`config.mk`:
```
export PLATFORM = sky130hd
export DESIGN_NAME = i2c_wb_register_bridge_flat
export DESIGN_NICKNAME = d
export VERILOG_FILES = /design/src/rtl/i2c_bridge_pkg.sv /design/src/rtl/i2c_register_interface.sv /design/src/rtl/i2c_reg_strobe_decoder.sv /design/src/rtl/i2c_wb_register_bridge.sv /design/src/flat_wrapper.sv
export SDC_FILE = /design/constraint.sdc
export NUM_CORES = 1
export LEC_CHECK = 0
export CORE_AREA = 2 2 251 253
export CTS_BUF_LIST = sky130_fd_sc_hd__clkbuf_8 sky130_fd_sc_hd__clkbuf_16
export DETAILED_ROUTE_END_ITERATION = 10
export DIE_AREA = 0 0 253 255
export PLACE_DENSITY = 0.38
export SYNTH_ARGS = -nofsm -noshare
export SYNTH_HDL_FRONTEND = slang
export SYNTH_HIERARCHICAL = 1
export SYNTH_SLANG_ARGS = --single-unit
```
`constraint.sdc`:
```
create_clock -name clk -period 1.9 [get_ports clk]
set_clock_uncertainty 0.2 [all_clocks]
set_input_delay 0.38 -clock clk [delete_from_list [all_inputs] [get_ports clk]]
set_output_delay 0.38 -clock clk [all_outputs]
set_load 0.05 [all_outputs]
```
`src/rtl/i2c_bridge_pkg.sv`:
```
// i2c_bridge_pkg: shared types and helpers for the Wishbone-to-I2C register bridge.
// Holds the bridge FSM encoding, the register width and the address range check.
package i2c_bridge_pkg;

   localparam int REG_WIDTH = 32;

   typedef enum logic [1:0] {
      IDLE,
      STROBE,
      RESP
   } bridge_state_t;

   function automatic logic in_range(input int adr, input int regs);
      return adr < regs;
   endfunction

endpackage

```
`src/rtl/i2c_register_interface.sv`:
```
// i2c_register_interface: register-file side of the I2C master.
// The bridge drives strobes and write data; the register file returns data_out.
interface i2c_register_interface #(
   parameter int REGS         = 9,
   parameter int POWEROF2REGS = $clog2(REGS)**2
);

   logic                                              clk;
   logic                                              reset;
   logic [i2c_bridge_pkg::REG_WIDTH-1:0]              data_in;
   logic [POWEROF2REGS-1:0][i2c_bridge_pkg::REG_WIDTH-1:0] data_out;
   logic [POWEROF2REGS-1:0]                           write_en;
   logic [POWEROF2REGS-1:0]                           read_en;

   modport out (
      output clk,
      output reset,
      output data_in,
      output write_en,
      output read_en,
      input  data_out
   );

   modport in (
      input  clk,
      input  reset,
      input  data_in,
      input  write_en,
      input  read_en,
      output data_out
   );

endinterface

```
`src/rtl/i2c_reg_strobe_decoder.sv`:
```
// i2c_reg_strobe_decoder: word address plus enable to a one-hot strobe vector.
// Entries at or above REGS never assert, so unmapped addresses yield all-zero.
module i2c_reg_strobe_decoder
   import i2c_bridge_pkg::*;
#(
   parameter int REGS         = 9,
   parameter int POWEROF2REGS = $clog2(REGS)**2,
   parameter int ADDRESSWIDTH = $clog2(REGS)
) (
   input  logic                    en_i,
   input  logic [ADDRESSWIDTH-1:0] adr_i,
   output logic [POWEROF2REGS-1:0] strobe_o
);

   always_comb begin
      strobe_o = '0;
      for (int i = 0; i < POWEROF2REGS; i++) begin
         strobe_o[i] = en_i && in_range(i, REGS) && (int'(adr_i) == i);
      end
   end

endmodule

```
`src/rtl/i2c_wb_register_bridge.sv`:
```
// i2c_wb_register_bridge: Wishbone classic slave fronting the I2C register file.
// Define I2C_BUS_ERROR_EN to end unmapped accesses with wb_err_o instead of wb_ack_o.
module i2c_wb_register_bridge
   import i2c_bridge_pkg::*;
#(
   parameter int REGS         = 9,
   parameter int POWEROF2REGS = $clog2(REGS)**2,
   parameter int ADDRESSWIDTH = $clog2(REGS)
) (
   input  logic                    clk,
   input  logic                    reset,
   input  logic                    wb_cyc_i,
   input  logic                    wb_stb_i,
   input  logic                    wb_we_i,
   input  logic [ADDRESSWIDTH-1:0] wb_adr_i,
   input  logic [REG_WIDTH-1:0]    wb_dat_i,
   output logic [REG_WIDTH-1:0]    wb_dat_o,
   output logic                    wb_ack_o,
   output logic                    wb_err_o,
   i2c_register_interface.out      regs
);

   bridge_state_t           state_q;
   logic [ADDRESSWIDTH-1:0] adr_q;
   logic                    we_q;
   logic                    mapped_q;
   logic [REG_WIDTH-1:0]    din_q;
   logic [REG_WIDTH-1:0]    rd_q;
   logic [REG_WIDTH-1:0]    last_q;
   logic [POWEROF2REGS-1:0] wen_q;
   logic [POWEROF2REGS-1:0] ren_q;

   logic [POWEROF2REGS-1:0] wen_d;
   logic [POWEROF2REGS-1:0] ren_d;
   logic [REG_WIDTH-1:0]    rd_d;
   logic                    mapped_d;
   logic                    accept;
   logic                    resp_live;

   assign accept    = (state_q == IDLE) && wb_cyc_i && wb_stb_i;
   assign mapped_d  = in_range(int'(wb_adr_i), REGS);
   assign resp_live = (state_q == RESP) && wb_cyc_i;

   i2c_reg_strobe_decoder #(
      .REGS         (REGS),
      .POWEROF2REGS (POWEROF2REGS),
      .ADDRESSWIDTH (ADDRESSWIDTH)
   ) u_wr_dec (
      .en_i     (wb_we_i),
      .adr_i    (wb_adr_i),
      .strobe_o (wen_d)
   );

   i2c_reg_strobe_decoder #(
      .REGS         (REGS),
      .POWEROF2REGS (POWEROF2REGS),
      .ADDRESSWIDTH (ADDRESSWIDTH)
   ) u_rd_dec (
      .en_i     (!wb_we_i),
      .adr_i    (wb_adr_i),
      .strobe_o (ren_d)
   );

   always_comb begin
      rd_d = '0;
      if (!we_q && mapped_q) begin
         rd_d = regs.data_out[adr_q];
      end
   end

   always_ff @(posedge clk) begin
      if (reset) begin
         state_q  <= IDLE;
         adr_q    <= '0;
         we_q     <= 1'b0;
         mapped_q <= 1'b0;
         din_q    <= '0;
         rd_q     <= '0;
         last_q   <= '0;
         wen_q    <= '0;
         ren_q    <= '0;
      end else begin
         wen_q <= '0;
         ren_q <= '0;
         unique case (state_q)
            IDLE: begin
               if (accept) begin
                  adr_q    <= wb_adr_i;
                  we_q     <= wb_we_i;
                  mapped_q <= mapped_d;
                  din_q    <= wb_dat_i;
                  wen_q    <= wen_d;
                  ren_q    <= ren_d;
                  state_q  <= STROBE;
               end
            end
            STROBE: begin
               // Sampled before the register file applies any read side effect.
               rd_q    <= rd_d;
               state_q <= RESP;
            end
            RESP: begin
               if (wb_cyc_i) begin
                  last_q <= rd_q;
               end
               state_q <= IDLE;
            end
            default: state_q <= IDLE;
         endcase
      end
   end

   // Ack follows cyc within RESP so a master that drops cyc gets no response.
`ifdef I2C_BUS_ERROR_EN
   assign wb_ack_o = resp_live && mapped_q;
   assign wb_err_o = resp_live && !mapped_q;
`else
   assign wb_ack_o = resp_live;
   assign wb_err_o = 1'b0;
`endif

   assign wb_dat_o = resp_live ? rd_q : last_q;

   assign regs.clk      = clk;
   assign regs.reset    = reset;
   assign regs.data_in  = din_q;
   assign regs.write_en = wen_q;
   assign regs.read_en  = ren_q;

endmodule

```
`src/flat_wrapper.sv`:
```
// flat-port wrapper written by rule: the top's interface ports become plain ports
module i2c_wb_register_bridge_flat import i2c_bridge_pkg::*;
#(
   parameter int REGS         = 9,
   parameter int POWEROF2REGS = $clog2(REGS)**2,
   parameter int ADDRESSWIDTH = $clog2(REGS)
)
  (clk, reset, wb_cyc_i, wb_stb_i, wb_we_i, wb_adr_i, wb_dat_i, wb_dat_o, wb_ack_o, wb_err_o, regs_clk, regs_reset, regs_data_in, regs_write_en, regs_read_en, regs_data_out);
  i2c_register_interface #(.REGS(REGS), .POWEROF2REGS(POWEROF2REGS)) regs_i ();
  input  logic clk;
  input  logic reset;
  input  logic wb_cyc_i;
  input  logic wb_stb_i;
  input  logic wb_we_i;
  input  logic [ADDRESSWIDTH-1:0] wb_adr_i;
  input  logic [REG_WIDTH-1:0] wb_dat_i;
  output logic [REG_WIDTH-1:0] wb_dat_o;
  output logic wb_ack_o;
  output logic wb_err_o;
  output wire logic [$bits(regs_i.clk)-1:0] regs_clk;
  output wire logic [$bits(regs_i.reset)-1:0] regs_reset;
  output wire logic [$bits(regs_i.data_in)-1:0] regs_data_in;
  output wire logic [$bits(regs_i.write_en)-1:0] regs_write_en;
  output wire logic [$bits(regs_i.read_en)-1:0] regs_read_en;
  input wire logic [$bits(regs_i.data_out)-1:0] regs_data_out;
  assign regs_clk = regs_i.clk;
  assign regs_reset = regs_i.reset;
  assign regs_data_in = regs_i.data_in;
  assign regs_write_en = regs_i.write_en;
  assign regs_read_en = regs_i.read_en;
  assign regs_i.data_out = regs_data_out;
  i2c_wb_register_bridge #(.REGS(REGS), .POWEROF2REGS(POWEROF2REGS), .ADDRESSWIDTH(ADDRESSWIDTH)) u_core (.clk(clk), .reset(reset), .wb_cyc_i(wb_cyc_i), .wb_stb_i(wb_stb_i), .wb_we_i(wb_we_i), .wb_adr_i(wb_adr_i), .wb_dat_i(wb_dat_i), .wb_dat_o(wb_dat_o), .wb_ack_o(wb_ack_o), .wb_err_o(wb_err_o), .regs(regs_i));
endmodule
```
Word-level counts from Yosys, hierarchy flattened
Index checks and enable logic that the tools add are counted.
- order comparisons: 2
- eq/ne operators: 11
- mux-type cells: 6
- bitwise gates (word level): 2
- reductions and logical operators: 30
- operator list (cell ; count):
    $bmux W32 S4 ; 1
    $mux W32 ; 3
    $logic_and A1 B1 Y1 ; 22
    $eq A4 B4 Y1 const B ; 5
    $eq A4 B3 Y1 const B ; 2
    $lt A4 B5 Y1 const B ; 1
    $eq A4 B2 Y1 const B ; 1
    $logic_not A4 Y1 ; 1
    $lt A4 B4 Y1 const B ; 1
    $pmux W2 S2 ; 1
    $reduce_and A2 Y1 ; 2
    $reduce_or A3 Y1 ; 1
    $eq A2 B1 Y1 const B ; 1
    $eq A2 B2 Y1 const B ; 1
    $logic_not A1 Y1 ; 2
    $logic_not A2 Y1 ; 1
    $mux W2 ; 1
    $ne A2 B1 Y1 const B ; 1
    $not A1 Y1 ; 2
    $reduce_or A2 Y1 ; 1
- register bits: 136
- output and inout bits: 100
- word-level logic and storage cells: 62

Depth between registers and ports, before layout
Gate-level depths: netlist of the first run.
- depth after elaboration: 5
- gate-level depth with buffers: 8
- mapped depth without buffers: 4

Cells and area by module
Netlist of the first run, hierarchy kept.
- by module, submodules not included (module ; instances ; cells an instance ; area each (µm²) ; sequential area each (µm²)):
    i2c_wb_register_bridge ; 1 ; 760 ; 8779.7 ; 2722.6
    i2c_reg_strobe_decoder ; 2 ; 23 ; 138.9 ; 0.0

==> flow_metrics.tcl, run 1 <==
set metrics [dict create \
    via_per_inst 4.06 \
    io_pins 653 \
    status "complete, but fails checks" \
    ys.flop_type "dfxtp_1" \
    path_max_fanout 17 \
    via_count 9458 \
    path_class "flop to output port" \
    num_rows 92 \
    yosysSeqAreaShare_pct 30.1 \
    violations "negative setup slack" \
    r2r-end "u_core/rd_q[11]" \
    synth_cells 806 \
    place_area_sq_um 17100 \
    holdCritPathClass "input port to flop" \
    finalSetupViolCount 64 \
    worst_setup_path_start_kind "flop" \
    finalCritPeriodShare_pct 128 \
    netlist_area_sq_um 9060 \
    p_per_area_nw_per_um2 530 \
    post-route-util_pct 30.3 \
    drtPass1Iterations 4 \
    ys_types 33 \
    p_leak_uw 0.00690 \
    grt_pass1_wl_microns 73200 \
    cp.arrival_ns 1.85 \
    die_area_sq_um 64500 \
    gp_congestion 0.771 \
    drive_gt1_share_pct 28.9 \
    cts.clk_slew.worst_paths_ns 0.06 \
    track_usage_pct 16.1 \
    syn2layout_area_growth_pct 108 \
    routed_wl_microns 54100 \
    reg2reg_depth 7 \
    clock_latency_ns 0.58 \
    grt.met3_usage_pct 5.83 \
    tightest_slew_ns 0.634 \
    antenna_found_initial 3 \
    max_freq_ghz 0.411 \
    grtUsageMet2_pct 28.1 \
    r2r_setup_slack_ns -0.16 \
    relSlewSlack_pct 57.2 \
    chipHeight_microns 255 \
    wire_per_inst_microns 23.2 \
    dr.first_iter.drc_count 347 \
    yosysWarnings 6 \
    grt_busiest_layer "met2" \
    hold_end "u_core/last_q[27]" \
    grt_start_max_net_pins 74 \
    endpoint_kind "output port" \
    fin_nets 2073 \
    finalWorstSetupSlack_ns -0.533 \
    stdcell_area_sq_um 18800 \
    ir_worst_vdd_mv 0.692 \
    ys_async_sr_fraction_pct 0 \
    synth-edff-count 0 \
    hpwlAfterDp_microns 43200 \
    grt-ovfl-total 0 \
    rsz0062_at_grt "true" \
    die_w_microns 253 \
    core_sq_um 62200 \
    drc 0 \
    ys_seq_elements 136 \
    tns_ns -19.66 \
    grt_pass1_vias 9830 \
    ant_nets 0 \
    cts_tree "yes" \
    fill_cells 6449 \
    cap_violations 0 \
    multiInputGateArea_sq_um 6110 \
    hp-start "reset" \
    finalHoldViolCount 0 \
    seqCellArea_sq_um 2740 \
    drv_slew 0 \
    hold_path_depth 3 \
    post-route-min-period_ns 2.43 \
    syn_avg_cell_area_sq_um 11.2 \
    met1_usage_pct 19.0 \
    initial_core_util_pct 14.6 \
    r2r_start "u_core/adr_q[0]" \
    io_buffer_count 651 \
    required_ns 1.32 \
]
==> layer usage <==
metal  wire length [microns]  share of wire, %
met5                      24             0.044
met4                     541               1.0
met3                    4000               7.4
met2                   27500                51
met1                   22000                41
==> cell families after synthesis <==
group,share of synthesized area (%)
AOI/OAI and AO/OA,9.77
other,0.124
and+or+nand+nor,12.4
DFF,30.1
muxes,40.7
buffers and inverters,7.03
==> sequential cells by signal, indices dropped and copies added (netlist names), 2 cells and up <==
| signal | flops |
|---|---|
| u_core/last_q | 32 |
| u_core/state_q | 2 |
| u_core/regs.data_in | 32 |
| u_core/regs.write_en | 16 |
| u_core/adr_q | 4 |
| u_core/regs.read_en | 16 |
| u_core/rd_q | 32 |
==> worst max-delay path, cell delays in order (launching register included) <==
cell and delay [ns]:
dfxtp_2 0.34, nor2b_2 0.05, nand2_2 0.13, buf_12 0.18, mux2_2 0.39, buf_12 0.16
==> cells in the mapped netlist (3+ instances only) <==
cell,instances,share of area [%]
a21oi_1,38,2.1
a22oi_1,32,2.7
a32oi_1,32,3.1
and2_1,32,2.2
buf_1,5,0.21
buf_12,6,1.3
buf_2,17,0.94
buf_4,19,1.6
buf_6,9,1.1
clkbuf_1,34,1.4
conb_1,3,0.12
dfxtp_1,136,30
inv_1,3,0.12
mux2_2,32,4.0
mux2i_1,96,11
mux4_1,53,15
mux4_2,43,11
nand2_1,77,3.2
nand2b_1,36,2.5
nand3b_1,4,0.33
nor2_1,16,0.66
nor2b_1,34,2.3
nor3_1,4,0.22
o21ai_0,6,0.33
o21ai_1,27,1.5
==> power breakdown <==
group	switching, uW	internal [uW]	total (uW)
Combinational	1050	1890	2940
Clock	1640	2460	4100
Sequential	41.2	2900	2950
Total	2730	7250	9980
==> cell type report <==
class                           instances  share of cell area (%)
Timing Repair Buffer                  772                    44.0
Multi-Input combinational cell        587                    32.4
Sequential cell                       136                    14.5
Tap cell                              799                    5.30
Clock buffer                           20                    2.63
Clock inverter                         13                    1.02
Inverter                                3                  0.0598
Antenna cell                            2                  0.0266
==> through the flow <==
stage / std cells / hold WS [ns] / worst slack [ns] / power [uW]
2_1_floorplan: 818 / 0.232 / -0.0304 / 4110
3_3_place_gp: 2256 / 0.243 / -0.556 / 5770
3_5_place_dp: 2256 / 0.249 / -0.531 / 5780
4_1_cts: 2326 / 0.0862 / -0.595 / 10200
5_1_grt: 2331 / 0.104 / -0.631 / 10500
6_report: 2332 / 0.127 / -0.533 / 9980
==> layout by cell type (no fill, tap or decap), drive strengths merged, types with 6 or more instances in the layout <==
master,n
a21oi,38
a22oi,32
a32oi,32
and2,32
buf,221
clkbuf,19
clkdlybuf4s50,551
conb,15
dfxtp,136
inv,9
mux2,32
mux2i,96
mux4,96
nand2,77
nand2b,36
nor2,16
nor2b,34
nor3,6
o21ai,33
==> worst max-delay path by stage <==
stage              endpoint               from  slack [ns]
2_1_floorplan  wb_dat_o[10]           wb_cyc_i       -0.03
3_3_place_gp   wb_dat_o[15]           wb_cyc_i       -0.56
3_5_place_dp   wb_dat_o[15]           wb_cyc_i       -0.53
4_1_cts        wb_dat_o[15]  u_core/state_q[0]       -0.60
5_1_grt        wb_dat_o[15]  u_core/state_q[0]       -0.63
6_report       wb_dat_o[16]  u_core/state_q[0]       -0.53
==> repair_timing <==
action                                  CTS  global route
pin swaps                                31            16
hold buffers                              1             0
setup buffers                            32            10
gates resized for setup                 153            43
endpoints found under the setup margin   66            65
hold endpoints to repair                  1             0
gates cloned                              6             0
No activity file was read; power rests on OpenSTA's default activity.
==> run 2: changes to the inputs <==
Settings changed: CTS_BUF_LIST sky130_fd_sc_hd__clkbuf_8 sky130_fd_sc_hd__clkbuf_16 to sky130_fd_sc_hd__clkbuf_16, SETUP_SLACK_MARGIN set to 0.5, SKIP_LAST_GASP set to 1.
==> run 2 against run 1 <==
Effect of this change: the flow finishes with violations (negative hold slack, negative setup slack); utilization is 1.3 points higher; final area is 4.2% higher; fmax is 0.68% higher; power is 2.6% higher; register-to-register slack worse by 0.03 ns; via count is 2.5% higher; clock power is 1% higher; worst setup slack better by 0.016 ns; non-clock buffer count is 18 higher; combinational power is 6% higher; largest power group unchanged; highest routed layer unchanged.
==> flow_metrics.tcl, run 2 (same netlist as run 1, synthesis figures left out) <==
set metrics [dict create \
    die_area_sq_um 64500 \
    ir_worst_vdd_mv 0.634 \
    path_max_fanout 19 \
    r2r_setup_slack_ns -0.19 \
    antenna_found_initial 9 \
    cp.arrival_ns 1.84 \
    clock_latency_ns 0.60 \
    syn2layout_area_growth_pct 117 \
    reg2reg_depth 7 \
    violations "negative hold slack, negative setup slack" \
    required_ns 1.32 \
    io_buffer_count 651 \
    tns_ns -20.06 \
    drc 0 \
    met3_length_microns 3720 \
    wirelength_met1_microns 22700 \
    io_pins 653 \
    path_cells "clkdlybuf4s50_1, nor2b_4, nand2_4, buf_12, mux2_4, buf_6" \
    startpoint "wb_cyc_i" \
    final_common_cell "clkdlybuf4s50_1" \
    cts.clk_slew.worst_paths_ns 0.08 \
    top_layer "met5" \
    r2r-end "u_core/rd_q[11]" \
    finalSetupViolCount 66 \
    drive_gt1_share_pct 38.4 \
    endpoint_kind "output port" \
    ant_nets 0 \
    num_rows 92 \
    p_leak_uw 0.00731 \
    via_count 9694 \
    worst_setup_path_start_kind "input port" \
    initial_core_util_pct 14.6 \
    finalWorstSetupSlack_ns -0.516 \
    fin_nets 2092 \
    grt_start_max_net_pins 36 \
    holdCritPathClass "input port to flop" \
    finalHoldViolCount 1 \
    rsz0062_at_grt "true" \
    grt_pass1_wl_microns 75200 \
    r2r_start "u_core/adr_q[0]" \
    grt_pass1_vias 10000 \
    whs_ns -0.129 \
    drtPass1Iterations 4 \
    cap_violations 0 \
    wl_met2_microns 29600 \
    relSlewSlack_pct 57.7 \
    core_sq_um 62200 \
    via_per_inst 4.11 \
    status "complete, but fails checks" \
    drv_slew 0 \
    tightest_slew_ns 0.634 \
    final_cell_mix "clkdlybuf4s50_1, mux4_2, mux2i_1, buf_4, dfxtp_1" \
    dr.first_iter.drc_count 377 \
    wire_per_inst_microns 24.1 \
    setup.worst_path.end "wb_dat_o[14]" \
    routed_wl_microns 56800 \
    post-route-min-period_ns 2.42 \
    grt-ovfl-total 0 \
    max_freq_ghz 0.414 \
    finalCritPeriodShare_pct 127 \
    p_per_area_nw_per_um2 521 \
    cts_tree "yes" \
    hpwlAfterDp_microns 44000 \
    path_class "input port to output port" \
    crit_slowest_cell "clkdlybuf4s50_1" \
    slowest_delay_ns 0.49 \
    chipHeight_microns 255 \
    fill_cells 6325 \
    track_usage_pct 16.8 \
    die_w_microns 253 \
    gp_congestion 0.772 \
]
[run 2: critical path: cells and delay by family]
| family | cells | cell delay, ns |
|---|---|---|
| buffers and inverters | 3 | 0.81 |
| and+or+nand+nor | 2 | 0.26 |
| muxes | 1 | 0.34 |
[run 2: how the worst min path moves through the flow]
stage	start	end	slack (ns)	cells past startpoint
global placement	u_core/regs.data_in[17]	u_core/regs.data_in[17]	0.24	2
detailed placement	u_core/regs.data_in[19]	u_core/regs.data_in[19]	0.25	2
floorplan	u_core/rd_q[0]	u_core/rd_q[0]	0.24	2
CTS	reset	u_core/state_q[1]	-0.20	2
finish	reset	u_core/state_q[1]	-0.13	2
global route	reset	u_core/state_q[1]	-0.17	2
[run 2: area by class of cell]
type | instances | area (sq um) | share of cell area (%)
sequential | 136 | 2820 | 14.3
tap | 799 | 1000 | 5.09
timing repair buffer | 790 | 8700 | 44.3
inverter | 3 | 15.0 | 0.0764
multi-input combinational | 587 | 6410 | 32.6
clock inverter | 15 | 174 | 0.885
antenna | 5 | 12.5 | 0.0637
clock buffer | 21 | 520 | 2.65
[run 2: layer usage]
| metal | up-vias | track usage [%] |
|---|---|---|
| li1 | 4505 | - |
| met1 | 4791 | 19.7 |
| met2 | 343 | 29.3 |
| met3 | 45 | 5.19 |
| met4 | 10 | 4.97 |
| met5 | - | 0 |
[run 2: report_power, final]
group | total [uW] | internal, uW | switching (uW)
registers | 2970 | 2910 | 56.1
clock network | 4150 | 2420 | 1730
logic | 3120 | 1990 | 1130
[run 2: timing repair]
item / 4_1_cts / 5_1_grt
cloned: 11 / 0
pin swaps: 18 / 46
resized for setup: 313 / 130
setup endpoints to repair: 219 / 218
setup buffers: 31 / 9
endpoints found under the hold margin: 1 / 1
[run 2: metrics by stage]
| stage | cells | util [%] | cell area, sq um | total power [uW] | worst slack [ns] |
|---|---|---|---|---|---|
| after floorplan | 818 | - | 9200 | 4220 | 0.120 |
| after global placement | 2265 | 26.8 | 16700 | 5780 | -0.496 |
| after detailed placement | 2265 | 26.8 | 16700 | 5800 | -0.500 |
| after CTS | 2342 | 30.5 | 19000 | 10300 | -0.585 |
| after global routing | 2355 | 31.6 | 19600 | 10700 | -0.578 |
| final | 2356 | 31.6 | 19600 | 10200 | -0.516 |
==> run 3: changes to the inputs <==
Settings changed: CTS_CLUSTER_DIAMETER set to 200, TNS_END_PERCENT set to 100.
==> results of run 3 <==
Final layout, timing and power as in run 2 (identical DEF).
